### src/rtl/ifetch_ctrl.sv
// Instruction-fetch controller: issues instruction-bus requests for the current PC,
// captures responses into a registered decode slot with a one-entry skid, and drops stale responses after a redirect.
module ifetch_ctrl (
    input  logic        clk,
    input  logic        reset,
    input  logic [63:0] pc,
    output logic [1:0]  PCWrite,
    input  logic        flush,
    output logic        ireq_valid,
    output logic [63:0] ireq_addr,
    input  logic        iresp_data_ok,
    input  logic [31:0] iresp_data,
    output logic        inst_valid,
    output logic [31:0] inst,
    output logic [63:0] inst_pc,
    output logic        inst_misalign,
    input  logic        dec_ready
);

    localparam logic [1:0] PCW_LOAD = 2'b00;
    localparam logic [1:0] PCW_HOLD = 2'b01;

    typedef enum logic [1:0] {
        FETCH   = 2'd0,
        HOLD    = 2'd1,
        DISCARD = 2'd2
    } state_t;

    state_t      state, state_nxt;

    logic        skid_vld_p1;
    logic [31:0] skid_inst_p1;
    logic [63:0] skid_pc_p1;
    logic        skid_mis_p1;
    logic [63:0] req_addr_p1;

    logic        slot_free;
    logic        misalign;
    logic        slot_we;
    logic [31:0] slot_inst_d;
    logic        slot_mis_d;
    logic        skid_we;
    logic        skid_to_slot;
    logic        req_latch;

    always_comb begin
        slot_free    = !inst_valid || dec_ready;
        misalign     = (pc[1:0] != 2'b00);
        state_nxt    = state;
        PCWrite      = PCW_HOLD;
        ireq_valid   = 1'b0;
        ireq_addr    = req_addr_p1;
        slot_we      = 1'b0;
        slot_inst_d  = iresp_data;
        slot_mis_d   = 1'b0;
        skid_we      = 1'b0;
        skid_to_slot = 1'b0;
        req_latch    = 1'b0;

        case (state)
            FETCH: begin
                if (misalign) begin
                    // No bus traffic for a misaligned PC; the exception rides the slot instead.
                    if (slot_free) begin
                        slot_we     = 1'b1;
                        slot_inst_d = 32'h0;
                        slot_mis_d  = 1'b1;
                        PCWrite     = PCW_LOAD;
                    end
                end else begin
                    ireq_valid = 1'b1;
                    ireq_addr  = pc;
                    req_latch  = 1'b1;
                    if (iresp_data_ok) begin
                        PCWrite = PCW_LOAD;
                        if (slot_free) begin
                            slot_we = 1'b1;
                        end else begin
                            skid_we   = 1'b1;
                            state_nxt = HOLD;
                        end
                    end
                end
            end
            HOLD: begin
                if (dec_ready) begin
                    skid_to_slot = 1'b1;
                    state_nxt    = FETCH;
                end
            end
            DISCARD: begin
                ireq_valid = 1'b1;
                ireq_addr  = req_addr_p1;
                if (iresp_data_ok) begin
                    state_nxt = FETCH;
                end
            end
            default: state_nxt = FETCH;
        endcase

        // A redirect wins: kill buffered work and remember an outstanding request so its response is dropped.
        if (flush) begin
            PCWrite      = PCW_LOAD;
            slot_we      = 1'b0;
            skid_we      = 1'b0;
            skid_to_slot = 1'b0;
            state_nxt    = (ireq_valid && !iresp_data_ok) ? DISCARD : FETCH;
        end

        if (!reset) begin
            ireq_valid = 1'b0;
            PCWrite    = PCW_HOLD;
        end
    end

    always_ff @(posedge clk) begin
        if (!reset) begin
            state         <= FETCH;
            inst_valid    <= 1'b0;
            inst          <= 32'h0;
            inst_pc       <= 64'h0;
            inst_misalign <= 1'b0;
            skid_vld_p1   <= 1'b0;
            skid_inst_p1  <= 32'h0;
            skid_pc_p1    <= 64'h0;
            skid_mis_p1   <= 1'b0;
            req_addr_p1   <= 64'h0;
        end else begin
            state <= state_nxt;
            if (req_latch) begin
                req_addr_p1 <= pc;
            end

            if (flush) begin
                inst_valid  <= 1'b0;
                skid_vld_p1 <= 1'b0;
            end else if (slot_we) begin
                inst_valid    <= 1'b1;
                inst          <= slot_inst_d;
                inst_pc       <= pc;
                inst_misalign <= slot_mis_d;
            end else if (skid_to_slot) begin
                inst_valid    <= skid_vld_p1;
                inst          <= skid_inst_p1;
                inst_pc       <= skid_pc_p1;
                inst_misalign <= skid_mis_p1;
                skid_vld_p1   <= 1'b0;
            end else if (inst_valid && dec_ready) begin
                inst_valid <= 1'b0;
            end

            if (skid_we) begin
                skid_vld_p1  <= 1'b1;
                skid_inst_p1 <= iresp_data;
                skid_pc_p1   <= pc;
                skid_mis_p1  <= 1'b0;
            end
        end
    end

endmodule

### config.mk
export PLATFORM = sky130hd
export DESIGN_NAME = ifetch_ctrl
export DESIGN_NICKNAME = d
export VERILOG_FILES = /design/src/rtl/ifetch_ctrl.sv
export SDC_FILE = /design/constraint.sdc
export NUM_CORES = 1
export LEC_CHECK = 0
export BUFFER_PORTS_ARGS = -buffer_cell sky130_fd_sc_hd__buf_2
export CAP_MARGIN = 10
export CELL_PAD_IN_SITES_DETAIL_PLACEMENT = 0
export CELL_PAD_IN_SITES_GLOBAL_PLACEMENT = 1
export CORE_UTILIZATION = 36
export CTS_BUF_LIST = sky130_fd_sc_hd__clkbuf_16
export CTS_CLUSTER_SIZE = 28
export DETAILED_ROUTE_END_ITERATION = 16
export PLACE_DENSITY_LB_ADDON = 0.1
export SYNTH_ARGS = -nofsm -noshare
export SYNTH_HDL_FRONTEND = slang
export SYNTH_SLANG_ARGS = --single-unit
### constraint.sdc
create_clock -name clk -period 2 [get_ports clk]
set_clock_uncertainty 0.2 [all_clocks]
set_input_delay 0.2 -clock clk [delete_from_list [all_inputs] [get_ports clk]]
set_output_delay 0.2 -clock clk [all_outputs]
set_load 0.005 [all_outputs]
==> results.ini <==
[power_and_ir_drop]
total_power_mw = 12.4
p_leak_nw = 7.89
p_per_area_nw_per_um2 = 725
ir_drop_mv = 0.627

[grt]
grt_pass1_vias = 9186
grt_pass1_wl_um = 49400
antenna_found_initial = 0
overflow = 0
grt_max_degree = 78
track_usage_pct = 19.9

[route]
dr.first_iter.drc_count = 620
drcViolationCount = 0
wl_per_cell_um = 19.1
drt_wl_total_um = 39100
ant_nets = 0
vias = 10240
drtPass1Iterations = 5
via_per_inst = 5.00

[cts]
cts_root_buf = clkbuf_16
numCtsBuffers = 30
clkSinkCount = 261
h-tree-depth = 1
clockBufferDepth = 3
clkLatencyLatePin_ns = 0.55
clk_pin_slew_worst_paths_ns = 0.06
cts_tree = yes

[hold_path]
hold_depth = 5
worstHoldPathType = in -> reg

[floorplanning]
rows = 62
start_util_pct = 37.0
pin_count = 266
die_area_sq_um = 30500
core_sq_um = 29000
die_w_um = 175
dieHeight_um = 175

[critical_path]
reg2reg_depth = 6
cp_data_required_time_ns = 1.60
crit_arrival_ns = 2.13
cp_max_fo = 9
crit_type = reg -> out
critPathLaunchType = flop
end_kind = output port

[synth]
yosys_warnings = 0
synth_cell_types = 37
netlist_area_sq_um = 10700
syn_inst = 1234
synth_seq_cells = 261
synth-main-ff-cell = dfxtp_1
syn_avg_cell_area_sq_um = 8.71
seq_area_frac_synth_pct = 48.6
syn_nets = 1335
async_flop_share_pct = 0
synth_edf_count = 0

[timing]
clock.fmax_ghz = 0.395
fin_ws_ns = -0.529
holdWs_ns = 0.0901
slew_violations = 0
grt_setup_unrepaired = true
finalHoldViolations = 0
setup_viol = 234
min_period_over_period_pct = 126
period_needed_ns = 2.53

[placement]
gp_congestion = 0.745
io_buffers = 264
place_ws_ns = -0.0145
hpwl_um = 18700

[flow_run]
maxCapViolCount = 0

[final_layout]
layout_commonest_cell = nand2_1
antenna_cells = 0
final_cell_mix = 346 x nand2_1, 260 x dfxtp_1, 209 x buf_2, 102 x dlygate4sd3_1, 75 x buf_6
area_delta_synth_final_pct = 59.7
fillers = 2614
final_nets = 1742
drive_gt1_share_pct = 35.8

[status]
status = finished, violations left
failed_checks = negative setup slack

final cells by class:
| cell class | count | area (sq um) | share of cell area [%] |
|---|---|---|---|
| clock buffers | 31 | 776 | 4.52 |
| multi-input cells | 864 | 5860 | 34.1 |
| flip-flops and latches | 261 | 5230 | 30.5 |
| repair buffers | 483 | 4720 | 27.5 |
| clock inverters | 23 | 100 | 0.583 |
| well taps | 384 | 480 | 2.80 |
| inverters | 1 | 3.75 | 0.0219 |
stage by stage:
stage / util [%] / cell area [sq um] / std cells / setup TNS [ns]
after floorplan: - / 10800 / 1234 / -10.77
after global placement: 43.5 / 12600 / 1813 / 0
after detailed placement: 43.5 / 12600 / 1813 / -0.0596
after CTS: 50.9 / 14800 / 1979 / -33.80
after global routing: 59.2 / 17200 / 2047 / -65.31
final: 59.2 / 17200 / 2047 / -51.35
final timing paths:
| check | startpoint | endpoint | slack [ns] |
|---|---|---|---|
| worst max-delay path | state[1] | ireq_addr[8] | -0.53 |
| worst min-delay path | pc[1] | state[0] | 0.09 |
| worst max register to register | state[1] | inst_pc[33] | -0.19 |
| worst min register to register | skid_inst_p1[8] | skid_inst_p1[8] | 0.25 |
worst max-delay path, stage by stage, from the launching register on:
cell,delay [ns]
dfxtp_4,0.35
nor4_4,0.34
buf_6,0.23
buf_12,0.16
mux2_2,0.35
buf_2,0.14
Yosys cell counts, types with 2 or more instances:
library cell  count  area (sq um)
and2_1           62           388
nor2b_1           3          18.8
a21oi_1          36           180
o211a_1          62           621
nand2_1         381          1430
dfxtp_1         261          5230
nor4_1            3          18.8
and3_1           36           225
o31ai_1           2          15.0
o21a_1           33           248
a31oi_1           2          12.5
buf_2            22           110
o21ai_0           3          15.0
nand3_1          62           310
nor2_1            4          15.0
mux2_2           62           698
or3_1             2          12.5
nor3_1            3          15.0
a21boi_0         82           616
a21boi_1         13          97.6
clkbuf_1         80           300
buf_6             5          56.3
sequential cells by signal (all words and copies together), names as in the netlist:
name and count:
inst_pc 64, skid_pc_p1 64, skid_vld_p1 1, req_addr_p1 64, inst_valid 1, state 2
skid_inst_p1 32, inst 32, inst_misalign 1
routing by layer:
metal	up-vias	global-route usage, %	wire length, um
met5	-	0	0
met4	0	3.62	436
met1	4973	26.1	17800
li1	4975	-	-
met2	261	34.1	18900
met3	31	4.03	1950
kinds of logic (layout without fill, tap and decap cells):
| family | after synthesis | count (layout) | synth area share [%] |
|---|---|---|---|
| buf+inv | 109 | 538 | 4.45 |
| other cells | 1 | 1 | 0.0349 |
| flops | 261 | 261 | 48.6 |
| simple gates | 567 | 567 | 23.5 |
| compound gates | 234 | 234 | 16.9 |
| mux | 62 | 62 | 6.50 |
power by group:
part           total (mW)  internal, mW  switching, mW
logic                2.02          1.15          0.867
clock network        4.95          2.77           2.18
registers            5.49          5.40         0.0841
what timing repair did:
action | in CTS | in global routing
buffers inserted | 5 | 22
gates cloned | 5 | 49
gates resized for setup | 13 | 356
hold buffers | 102 | 0
endpoints found under the hold margin | 259 | 0
pin swaps | 3 | 81
setup endpoints to repair | 80 | 243
No activity file was read; power rests on OpenSTA's default activity.
